### src/rtl/mem_port_arbiter_if.sv
// Bundle of requester, RAM and status signals for mem_port_arbiter.
// Each requester holds req (and its address/data) until its rdy pulses for one cycle.
// The access is complete in that cycle, and rdata is valid in that same cycle.
interface mem_port_arbiter_if;
    logic        if_req;
    logic [31:0] if_addr;
    logic        if_rdy;
    logic [31:0] if_rdata;
    logic        mem_req;
    logic        mem_we;
    logic [31:0] mem_addr;
    logic [31:0] mem_wdata;
    logic [2:0]  mem_u_b_h_w;
    logic        mem_rdy;
    logic [31:0] mem_rdata;
    logic        dbg_req;
    logic [31:0] dbg_addr;
    logic        dbg_rdy;
    logic [31:0] dbg_rdata;
    logic [31:0] ram_addr;
    logic        ram_we;
    logic [31:0] ram_wdata;
    logic [2:0]  ram_u_b_h_w;
    logic [31:0] ram_rdata;
    logic        stall_if;
    logic        stall_mem;
    logic        busy;
    logic [1:0]  fsm_state;

    modport slave (
        input  if_req, if_addr, mem_req, mem_we, mem_addr, mem_wdata, mem_u_b_h_w,
               dbg_req, dbg_addr, ram_rdata,
        output if_rdy, if_rdata, mem_rdy, mem_rdata, dbg_rdy, dbg_rdata,
               ram_addr, ram_we, ram_wdata, ram_u_b_h_w, stall_if, stall_mem, busy, fsm_state
    );

    modport master (
        output if_req, if_addr, mem_req, mem_we, mem_addr, mem_wdata, mem_u_b_h_w,
               dbg_req, dbg_addr, ram_rdata,
        input  if_rdy, if_rdata, mem_rdy, mem_rdata, dbg_rdy, dbg_rdata,
               ram_addr, ram_we, ram_wdata, ram_u_b_h_w, stall_if, stall_mem, busy, fsm_state
    );
endinterface

### src/rtl/mem_port_arbiter.sv
// Three-way arbiter (IF / MEM / DBG) in front of a single-ported fixed-latency RAM.
// The arbiter performs one access per LATENCY+2 cycles and has starvation protection for IF and DBG.
module mem_port_arbiter #(
    parameter int unsigned LATENCY    = 1,
    parameter int unsigned STARVE_MAX = 4
) (
    input logic               clk,
    input logic               rst,
    mem_port_arbiter_if.slave bus
);
    localparam logic [1:0] S_IDLE     = 2'd0;
    localparam logic [1:0] S_ACCESS   = 2'd1;
    localparam logic [1:0] S_DONE     = 2'd2;
    localparam logic [1:0] ID_IF      = 2'd0;
    localparam logic [1:0] ID_MEM     = 2'd1;
    localparam logic [1:0] ID_DBG     = 2'd2;
    localparam logic [3:0] WAIT_INIT  = 4'(LATENCY - 1);
    localparam logic [3:0] STARVE_LIM = 4'(STARVE_MAX);

    logic [1:0]  state_q, state_d, win_q, win_d, grant;
    logic [3:0]  wait_q, wait_d, if_cnt_q, if_cnt_d, dbg_cnt_q, dbg_cnt_d;
    logic [31:0] ram_addr_q, ram_addr_d, ram_wdata_q, ram_wdata_d;
    logic [2:0]  ram_ubhw_q, ram_ubhw_d;
    logic        ram_we_q, ram_we_d, store_q, store_d, busy_q, busy_d;
    logic        if_rdy_q, if_rdy_d, mem_rdy_q, mem_rdy_d, dbg_rdy_q, dbg_rdy_d;
    logic [31:0] if_rdata_q, if_rdata_d, mem_rdata_q, mem_rdata_d, dbg_rdata_q, dbg_rdata_d;
    logic        any_req, if_starved, dbg_starved;

    assign any_req     = bus.if_req | bus.mem_req | bus.dbg_req;
    assign if_starved  = bus.if_req && (if_cnt_q == STARVE_LIM);
    assign dbg_starved = bus.dbg_req && (dbg_cnt_q == STARVE_LIM);

    always_comb begin
        if (if_starved)       grant = ID_IF;
        else if (dbg_starved) grant = ID_DBG;
        else if (bus.mem_req) grant = ID_MEM;
        else if (bus.if_req)  grant = ID_IF;
        else                  grant = ID_DBG;
    end

    function automatic logic [3:0] starve_next(input logic req, input logic won, input logic [3:0] cnt);
        if (won || !req) return 4'd0;
        return (cnt == STARVE_LIM) ? cnt : cnt + 4'd1;
    endfunction

    always_comb begin
        state_d     = state_q;
        win_d       = win_q;
        wait_d      = wait_q;
        if_cnt_d    = if_cnt_q;
        dbg_cnt_d   = dbg_cnt_q;
        ram_addr_d  = ram_addr_q;
        ram_wdata_d = ram_wdata_q;
        ram_ubhw_d  = ram_ubhw_q;
        ram_we_d    = 1'b0;
        store_d     = store_q;
        if_rdy_d    = 1'b0;
        mem_rdy_d   = 1'b0;
        dbg_rdy_d   = 1'b0;
        if_rdata_d  = if_rdata_q;
        mem_rdata_d = mem_rdata_q;
        dbg_rdata_d = dbg_rdata_q;
        case (state_q)
            S_IDLE: begin
                if (any_req) begin
                    state_d   = S_ACCESS;
                    win_d     = grant;
                    wait_d    = WAIT_INIT;
                    if_cnt_d  = starve_next(bus.if_req, grant == ID_IF, if_cnt_q);
                    dbg_cnt_d = starve_next(bus.dbg_req, grant == ID_DBG, dbg_cnt_q);
                    // IF and DBG are always word reads; only MEM carries size and direction.
                    if (grant == ID_MEM) begin
                        ram_addr_d  = bus.mem_addr;
                        ram_wdata_d = bus.mem_wdata;
                        ram_ubhw_d  = bus.mem_u_b_h_w;
                        store_d     = bus.mem_we;
                        ram_we_d    = bus.mem_we;
                    end else begin
                        ram_addr_d  = (grant == ID_IF) ? bus.if_addr : bus.dbg_addr;
                        ram_wdata_d = 32'd0;
                        ram_ubhw_d  = 3'b010;
                        store_d     = 1'b0;
                    end
                end
            end
            S_ACCESS: begin
                if (wait_q == 4'd0) begin
                    state_d = S_DONE;
                    case (win_q)
                        ID_IF: begin
                            if_rdy_d   = 1'b1;
                            if_rdata_d = bus.ram_rdata;
                        end
                        ID_MEM: begin
                            mem_rdy_d = 1'b1;
                            if (!store_q) mem_rdata_d = bus.ram_rdata;
                        end
                        default: begin
                            dbg_rdy_d   = 1'b1;
                            dbg_rdata_d = bus.ram_rdata;
                        end
                    endcase
                end else begin
                    wait_d = wait_q - 4'd1;
                end
            end
            S_DONE:  state_d = S_IDLE;
            default: state_d = S_IDLE;
        endcase
        busy_d = (state_d != S_IDLE);
    end

    always_ff @(posedge clk or negedge rst) begin
        if (!rst) begin
            state_q     <= S_IDLE;
            win_q       <= ID_IF;
            wait_q      <= 4'd0;
            if_cnt_q    <= 4'd0;
            dbg_cnt_q   <= 4'd0;
            ram_addr_q  <= 32'd0;
            ram_wdata_q <= 32'd0;
            ram_ubhw_q  <= 3'd0;
            ram_we_q    <= 1'b0;
            store_q     <= 1'b0;
            busy_q      <= 1'b0;
            if_rdy_q    <= 1'b0;
            mem_rdy_q   <= 1'b0;
            dbg_rdy_q   <= 1'b0;
            if_rdata_q  <= 32'd0;
            mem_rdata_q <= 32'd0;
            dbg_rdata_q <= 32'd0;
        end else begin
            state_q     <= state_d;
            win_q       <= win_d;
            wait_q      <= wait_d;
            if_cnt_q    <= if_cnt_d;
            dbg_cnt_q   <= dbg_cnt_d;
            ram_addr_q  <= ram_addr_d;
            ram_wdata_q <= ram_wdata_d;
            ram_ubhw_q  <= ram_ubhw_d;
            ram_we_q    <= ram_we_d;
            store_q     <= store_d;
            busy_q      <= busy_d;
            if_rdy_q    <= if_rdy_d;
            mem_rdy_q   <= mem_rdy_d;
            dbg_rdy_q   <= dbg_rdy_d;
            if_rdata_q  <= if_rdata_d;
            mem_rdata_q <= mem_rdata_d;
            dbg_rdata_q <= dbg_rdata_d;
        end
    end

    assign bus.if_rdy      = if_rdy_q;
    assign bus.if_rdata    = if_rdata_q;
    assign bus.mem_rdy     = mem_rdy_q;
    assign bus.mem_rdata   = mem_rdata_q;
    assign bus.dbg_rdy     = dbg_rdy_q;
    assign bus.dbg_rdata   = dbg_rdata_q;
    assign bus.ram_addr    = ram_addr_q;
    assign bus.ram_we      = ram_we_q;
    assign bus.ram_wdata   = ram_wdata_q;
    assign bus.ram_u_b_h_w = ram_ubhw_q;
    assign bus.stall_if    = bus.if_req & ~if_rdy_q;
    assign bus.stall_mem   = bus.mem_req & ~mem_rdy_q;
    assign bus.busy        = busy_q;
    assign bus.fsm_state   = state_q;
endmodule

### src/flat_wrapper.sv
// flat-port wrapper written by rule: the top's interface ports become plain ports
module mem_port_arbiter_flat 
#(
    parameter int unsigned LATENCY    = 1,
    parameter int unsigned STARVE_MAX = 4
)
  (clk, rst, bus_if_req, bus_if_addr, bus_mem_req, bus_mem_we, bus_mem_addr, bus_mem_wdata, bus_mem_u_b_h_w, bus_dbg_req, bus_dbg_addr, bus_ram_rdata, bus_if_rdy, bus_if_rdata, bus_mem_rdy, bus_mem_rdata, bus_dbg_rdy, bus_dbg_rdata, bus_ram_addr, bus_ram_we, bus_ram_wdata, bus_ram_u_b_h_w, bus_stall_if, bus_stall_mem, bus_busy, bus_fsm_state);
  mem_port_arbiter_if bus_i ();
  input logic clk;
  input logic rst;
  input wire logic [$bits(bus_i.if_req)-1:0] bus_if_req;
  input wire logic [$bits(bus_i.if_addr)-1:0] bus_if_addr;
  input wire logic [$bits(bus_i.mem_req)-1:0] bus_mem_req;
  input wire logic [$bits(bus_i.mem_we)-1:0] bus_mem_we;
  input wire logic [$bits(bus_i.mem_addr)-1:0] bus_mem_addr;
  input wire logic [$bits(bus_i.mem_wdata)-1:0] bus_mem_wdata;
  input wire logic [$bits(bus_i.mem_u_b_h_w)-1:0] bus_mem_u_b_h_w;
  input wire logic [$bits(bus_i.dbg_req)-1:0] bus_dbg_req;
  input wire logic [$bits(bus_i.dbg_addr)-1:0] bus_dbg_addr;
  input wire logic [$bits(bus_i.ram_rdata)-1:0] bus_ram_rdata;
  output wire logic [$bits(bus_i.if_rdy)-1:0] bus_if_rdy;
  output wire logic [$bits(bus_i.if_rdata)-1:0] bus_if_rdata;
  output wire logic [$bits(bus_i.mem_rdy)-1:0] bus_mem_rdy;
  output wire logic [$bits(bus_i.mem_rdata)-1:0] bus_mem_rdata;
  output wire logic [$bits(bus_i.dbg_rdy)-1:0] bus_dbg_rdy;
  output wire logic [$bits(bus_i.dbg_rdata)-1:0] bus_dbg_rdata;
  output wire logic [$bits(bus_i.ram_addr)-1:0] bus_ram_addr;
  output wire logic [$bits(bus_i.ram_we)-1:0] bus_ram_we;
  output wire logic [$bits(bus_i.ram_wdata)-1:0] bus_ram_wdata;
  output wire logic [$bits(bus_i.ram_u_b_h_w)-1:0] bus_ram_u_b_h_w;
  output wire logic [$bits(bus_i.stall_if)-1:0] bus_stall_if;
  output wire logic [$bits(bus_i.stall_mem)-1:0] bus_stall_mem;
  output wire logic [$bits(bus_i.busy)-1:0] bus_busy;
  output wire logic [$bits(bus_i.fsm_state)-1:0] bus_fsm_state;
  assign bus_i.if_req = bus_if_req;
  assign bus_i.if_addr = bus_if_addr;
  assign bus_i.mem_req = bus_mem_req;
  assign bus_i.mem_we = bus_mem_we;
  assign bus_i.mem_addr = bus_mem_addr;
  assign bus_i.mem_wdata = bus_mem_wdata;
  assign bus_i.mem_u_b_h_w = bus_mem_u_b_h_w;
  assign bus_i.dbg_req = bus_dbg_req;
  assign bus_i.dbg_addr = bus_dbg_addr;
  assign bus_i.ram_rdata = bus_ram_rdata;
  assign bus_if_rdy = bus_i.if_rdy;
  assign bus_if_rdata = bus_i.if_rdata;
  assign bus_mem_rdy = bus_i.mem_rdy;
  assign bus_mem_rdata = bus_i.mem_rdata;
  assign bus_dbg_rdy = bus_i.dbg_rdy;
  assign bus_dbg_rdata = bus_i.dbg_rdata;
  assign bus_ram_addr = bus_i.ram_addr;
  assign bus_ram_we = bus_i.ram_we;
  assign bus_ram_wdata = bus_i.ram_wdata;
  assign bus_ram_u_b_h_w = bus_i.ram_u_b_h_w;
  assign bus_stall_if = bus_i.stall_if;
  assign bus_stall_mem = bus_i.stall_mem;
  assign bus_busy = bus_i.busy;
  assign bus_fsm_state = bus_i.fsm_state;
  mem_port_arbiter #(.LATENCY(LATENCY), .STARVE_MAX(STARVE_MAX)) u_core (.clk(clk), .rst(rst), .bus(bus_i));
endmodule
### config.mk
export PLATFORM = sky130hd
export DESIGN_NAME = mem_port_arbiter_flat
export DESIGN_NICKNAME = d
export VERILOG_FILES = /design/src/rtl/mem_port_arbiter_if.sv /design/src/rtl/mem_port_arbiter.sv /design/src/flat_wrapper.sv
export SDC_FILE = /design/constraint.sdc
export NUM_CORES = 1
export LEC_CHECK = 0
export ABC_AREA = 1
export CORE_UTILIZATION = 38
export DETAILED_ROUTE_END_ITERATION = 8
export PLACE_DENSITY = 0.72
export SKIP_LAST_GASP = 1
export SLEW_MARGIN = 20
export SYNTH_ARGS = -nofsm -noshare
export SYNTH_HDL_FRONTEND = slang
export SYNTH_SLANG_ARGS = --single-unit
### constraint.sdc
create_clock -name clk -period 2.2 [get_ports clk]
set_clock_uncertainty 0.15 [all_clocks]
set_input_delay 0.22 -clock clk [delete_from_list [all_inputs] [get_ports clk]]
set_output_delay 0.22 -clock clk [all_outputs]
set_load 0.01 [all_outputs]
; ---- Word level (Yosys, flattened, before mapping)
; Cells that the tools add are included.
[op_classes]
muxes = 38
n_reduce_logical = 20
n_bitwise = 8
add_sub_neg = 3
n_eq_ne = 10
[ops]
columns = op, count
row1 = 32-bit 2-to-1 mux, 3
row2 = 4-bit 2-to-1 mux, 8
row3 = 1-bit 2-to-1 mux, 18
row4 = 3-bit AND reduction, 5
row5 = 2-bit 2-to-1 mux, 6
row6 = 4-bit by 1-bit adder with 4-bit output (second input constant), 2
row7 = 4-bit by 3-bit == test with 1-bit output (second input constant), 2
row8 = 4-bit one-hot mux with 2 select lines, 1
row9 = 2-bit by 1-bit == test with 1-bit output (second input constant), 3
row10 = 2-bit zero test, 3
row11 = 2-bit by 1-bit inequality test with 1-bit output (second input constant), 3
row12 = 4-bit zero test, 1
row13 = 1-bit inverter, 4
row14 = 2-bit one-hot mux with 2 select lines, 1
row15 = 4-bit AND reduction, 1
row16 = 2-bit nonzero test, 2
row17 = 4-bit by 1-bit subtractor with 4-bit output (second input constant), 1
row18 = 3-bit 2-to-1 mux, 1
row19 = 1-bit bitwise AND, 2
row20 = 2-bit == test (second input constant), 1
row21 = 1-bit logical AND, 2
row22 = 1-bit zero test, 2
row23 = 1-bit logical OR, 2
row24 = 2-bit inequality test (second input constant), 1
row25 = 3 further kinds, 4
[totals]
register_bits = 185
out_inout_bits = 172
elab_cells = 96
input_bits = 169

; ---- Longest topological paths before layout
[logic_depth]
ltp_word = 11
mapped_depth = 12
depth_no_buf = 11

; ---- Worst setup path after synthesis
; OpenSTA, ideal clock, no wires.
[synth_path]
kind = register -> register
start = register u_core.dbg_cnt_q[0]
end = register u_core.ram_addr_q[16] (netlist: u_core.bus.ram_addr[16])
t_arrival_ns = 1.469
setup_slack_ns = 0.457
period_less_slack_ns = 1.743
required_time_ns = 1.926
path_stages_with_launch = 12
setup_time_ns = 0.124
n_path_buf = 2
path_cell_list = dfrtp_1 > inv_1 > ha_1 > nand2_1 > inv_1 > nand2_4 > nand2_4 > nand2_1 > buf_6 > buf_2 > o211ai_1 > nand2_1
[synth_via]
elab_chain_len = 7
word_cells_on_any_way = 8
cone_classes = eq/ne (2) / mux (4) / reduce/logical (2)
[synth_rtl]
columns = element, line_no
row1 = start: declaration, mem_port_arbiter.sv:21  ; logic [3:0] wait_q, wait_d, if_cnt_q, if_cnt_d, dbg_cnt_q, dbg_cnt_d;
row2 = start signal: assignment, mem_port_arbiter.sv:137  ; dbg_cnt_q <= dbg_cnt_d;
row3 = 4-bit by 3-bit == test with 1-bit output (*), mem_port_arbiter.sv:31  ; assign dbg_starved = bus.dbg_req && (dbg_cnt_q == STARVE_LIM);
row4 = 1-bit logical AND (*), mem_port_arbiter.sv:31
row5 = 2-bit 2-to-1 mux (*), mem_port_arbiter.sv:35  ; else if (dbg_starved) grant = ID_DBG;
row6 = 2-bit 2-to-1 mux (*), mem_port_arbiter.sv:34  ; if (if_starved) grant = ID_IF;
row7 = 2-bit zero test, mem_port_arbiter.sv:79  ; ram_addr_d = (grant == ID_IF) ? bus.if_addr : bus.dbg_addr;
row8 = 32-bit 2-to-1 mux, mem_port_arbiter.sv:79
row9 = 32-bit 2-to-1 mux (*), mem_port_arbiter.sv:72  ; if (grant == ID_MEM) begin
row10 = end signal: assignment, mem_port_arbiter.sv:138  ; ram_addr_q <= ram_addr_d;
row11 = end: declaration, mem_port_arbiter.sv:22  ; logic [31:0] ram_addr_q, ram_addr_d, ram_wdata_q, ram_wdata_d;
; Every way passes the cells marked *; elsewhere a longest branch is shown, timed or not.
; A chain may end at the register's enable or synchronous reset.

; ---- Worst setup path after layout
[layout_path]
start = register u_core.dbg_cnt_q[0]
end = register u_core.ram_addr_q[19] (netlist: u_core.bus.ram_addr[19])
; Same word-level chain as after synthesis.

==> metrics.yaml <==
run_status: "completed"
final_antenna_net_count: 0
wp_data_required_ns: 2.34
hold_violations: 0
mapped_nets: 1049
cts_tree: "yes"
nNetsFinal: 1386
power_frac_comb_pct: 46.2
synth_area_um2: 7800
ff_latch_area_um2: 4630
final_common_cell: "sky130_fd_sc_hd__clkdlybuf4s50_1"
cpMaxStageDelayCell: "sky130_fd_sc_hd__dfrtp_1"
post_drt_via_cell_ratio: 4.68
max-vdd-ir-drop_v: 0.000560
dp.cells: 1461
critPathBufInv: 4
post_route_cells_drive_above_1_share_pct: 5.96
intPower_w: 0.0104
postCtsSetupRepairBufs: 0
synth_largest_type_area_fraction_pct: 59.3
worstMarginPinSlew_ns: 0.607
setup_violations: 0
synth.distinct_cells: 32
yosysTopAreaCell: "sky130_fd_sc_hd__dfrtp_1"
hold_class: "input port to flip-flop"
antenna_cells: 0
drtIter0Drc: 360
stdcell_count: 1494
port_buffers: 340
power_share_of_the_clock_group_pct: 17.9
power.static_leakage_nw: 5.87
detail_route.drc_violations: 0
top_level_ports: 341
cts.sinks: 185
critical-path-max-stage-delay_ns: 0.40
mean_instance_size_in_the_synthesized_netlist_um2: 8.93
finalCritPeriodShare_pct: 92.2
drt_pass1_iterations: 5
routed_wire_length_um: 22700
critical_path.reg2reg.startpoint: "u_core.dbg_cnt_q[0]"
ctsRootBufferMaster: "sky130_fd_sc_hd__clkbuf_16"
fin_worst_setup_slack_ns: 0.172
synthesis.yosys.warnings: 0
synth_seq_cells: 185
crit_path_start: "u_core.dbg_cnt_q[0]"
min_period_ns: 2.03
weighted_congestion_reported_at_the_end_of_routability_driven_placement: 0.839
drt-wirelength-per-cell_um: 15.2
n_fill_cell: 1755
syn2layout_area_growth_pct: 56.2
seq_power_share_pct: 35.8
worst_hold_startpoint: "bus_mem_wdata[5]"
setup.worst_path.end_class: "flip-flop"
tritoncts.num_buffers: 17
worst_setup_path_start_kind: "flip-flop"
antenna_found_initial: 0
fp-row-count: 52
cts_max_path_buffers: 2
grt_pass1_wl_um: 36700
chipWidth_um: 145
critical_path.cell_chain: "inv_1 > ha_1 > nand2_1 > inv_1 > nand2_4 > nand2_4 > nand2_2 > buf_12 > buf_12 > o211ai_1 > nand2_1"
cts-htree-levels: 4
synth_cells: 874
maximum_number_of_pins_on_one_net_before_global_route_repair: 66
finalMaxSlewViolations: 0
timing.critical_path.arrival_ns: 2.17
cts.reportedPaths.clkPinSlew_ns: 0.07
hpwl_um: 16600
slew_headroom_pct: 59.5
route.vias.total: 6994
die_area_um2: 21100
insertion_delay_ns: 0.41
initial_util_pct: 38.7
switching_share_pct: 36.4
critical_path.top_delay_family: "buffers and inverters"
dp_slack_ns: 0.0915
yosys-top-cells-area: "sky130_fd_sc_hd__dfrtp_1 59%, sky130_fd_sc_hd__nand2_1 14%, sky130_fd_sc_hd__o21ai_0 6.0%"
grt_overflow_total: 0
grt.total_usage_pct: 21.9
max_cap_violations: 0
criticalPathCategory: "flip-flop to flip-flop"
cellPowerDensity_nw_per_um2: 1340
critical_path_peak_fanout: 27
mostFrequentLayoutCells: "339 x sky130_fd_sc_hd__clkdlybuf4s50_1, 299 x sky130_fd_sc_hd__nand2_1, 185 x sky130_fd_sc_hd__dfrtp_1"
max_freq_ghz: 0.493
net_switching_power_of_the_design_w: 0.00594
die_height_um: 145
synth_sequential_area_ratio_pct: 59.3
first_global_vias: 6990
multi_input_area_um2: 2630
design.core.area_um2: 20200
## Yosys cell counts (all sizes together)
cell      n
a21boi   27
a21oi     5
buf      26
clkbuf   18
dfrtp   185
ha        6
inv      89
nand2   304
nand3    36
nand3b    1
nand4     9
nor2     35
nor3      2
nor4      1
o211ai   18
o21ai   104
o21bai    1
o22ai     3
xnor2     1
xor2      3
## layout make-up
cell class	count	share of cell area [%]
tap	270	2.77
inverter	89	2.74
multi-input combinational	556	21.5
timing repair buffer	362	30.3
clock buffer	17	3.49
clock inverter	15	1.14
sequential	185	38.0
## path summary, 6_finish.rpt
| check | to | slack, ns | cells after the start |
|---|---|---|---|
| max in group asynchronous | u_core.bus.ram_wdata[27] | 1.03 | 3 |
| min | u_core.bus.ram_wdata[5] | 0.18 | 3 |
| max reg2reg | u_core.bus.ram_addr[19] | 0.17 | 11 |
| min in group asynchronous | u_core.bus.mem_rdata[10] | 0.22 | 2 |
| max | u_core.bus.ram_addr[19] | 0.17 | 11 |
| min reg2reg | u_core.bus.ram_wdata[29] | 0.33 | 2 |
## routing by layer
layer	up-vias	routed length [um]	track usage (%)
li1	3448	-	-
met1	3269	9440	26.9
met2	246	11200	37.1
met3	31	1520	5.88
met4	0	521	7.68
met5	-	0	0
## through the flow
step / hold WS, ns / setup TNS, ns / power, W / util, % / cell area, um2
2_1_floorplan: -0.226 / 0 / 0.00904 / - / 7800
3_3_place_gp: 0.0835 / 0 / 0.0133 / 57.6 / 11600
3_5_place_dp: 0.0908 / 0 / 0.0135 / 57.6 / 11600
4_1_cts: 0.157 / 0 / 0.0165 / 60.4 / 12200
5_1_grt: 0.169 / -0.00128 / 0.0174 / 60.5 / 12200
6_report: 0.176 / 0 / 0.0163 / 60.5 / 12200
## sequential cells by signal (all words and copies together), names as in the netlist, 4 cells and up
| register | count |
|---|---|
| u_core.if_cnt_q | 4 |
| u_core.bus.ram_addr | 32 |
| u_core.bus.dbg_rdata | 32 |
| u_core.bus.ram_wdata | 32 |
| u_core.bus.if_rdata | 32 |
| u_core.wait_q | 4 |
| u_core.bus.mem_rdata | 32 |
| u_core.dbg_cnt_q | 4 |
## cell families after synthesis
kind of cell               count (synthesis)  share of synthesized area [%]
and+or+nand+nor                          388                           20.4
DFF                                      185                           59.3
AOI/OAI and AO/OA                        158                           11.7
buffers and inverters                    133                           7.21
adders and majority gates                  6                          0.962
xor gates and xnor gates                   4                          0.449
## worst register-to-register path: cells and delay by family, from the launching register on
kind	cells	cell delay (ns)
AO/OA/AOI/OAI	1	0.15
adder cells (fa/ha/maj)	1	0.19
buffers and inverters	4	0.56
flip-flops	1	0.40
AND/OR/NAND/NOR	5	0.46
## timing repair
item,4_1_cts,5_1_grt
hold endpoints to repair,54,0
gates resized for setup,0,1
endpoints found under the setup margin,0,11
hold buffers,1,0
## power by group through the flow
stage          clock, W  combinational [W]  sequential (W)
6_report        0.00293            0.00754         0.00585
5_1_grt         0.00314            0.00823         0.00605
4_1_cts         0.00300            0.00763         0.00585
3_5_place_dp          0            0.00761         0.00588
3_3_place_gp          0            0.00747         0.00585
2_1_floorplan         0            0.00253         0.00652
(Power assumes the default switching activity.)
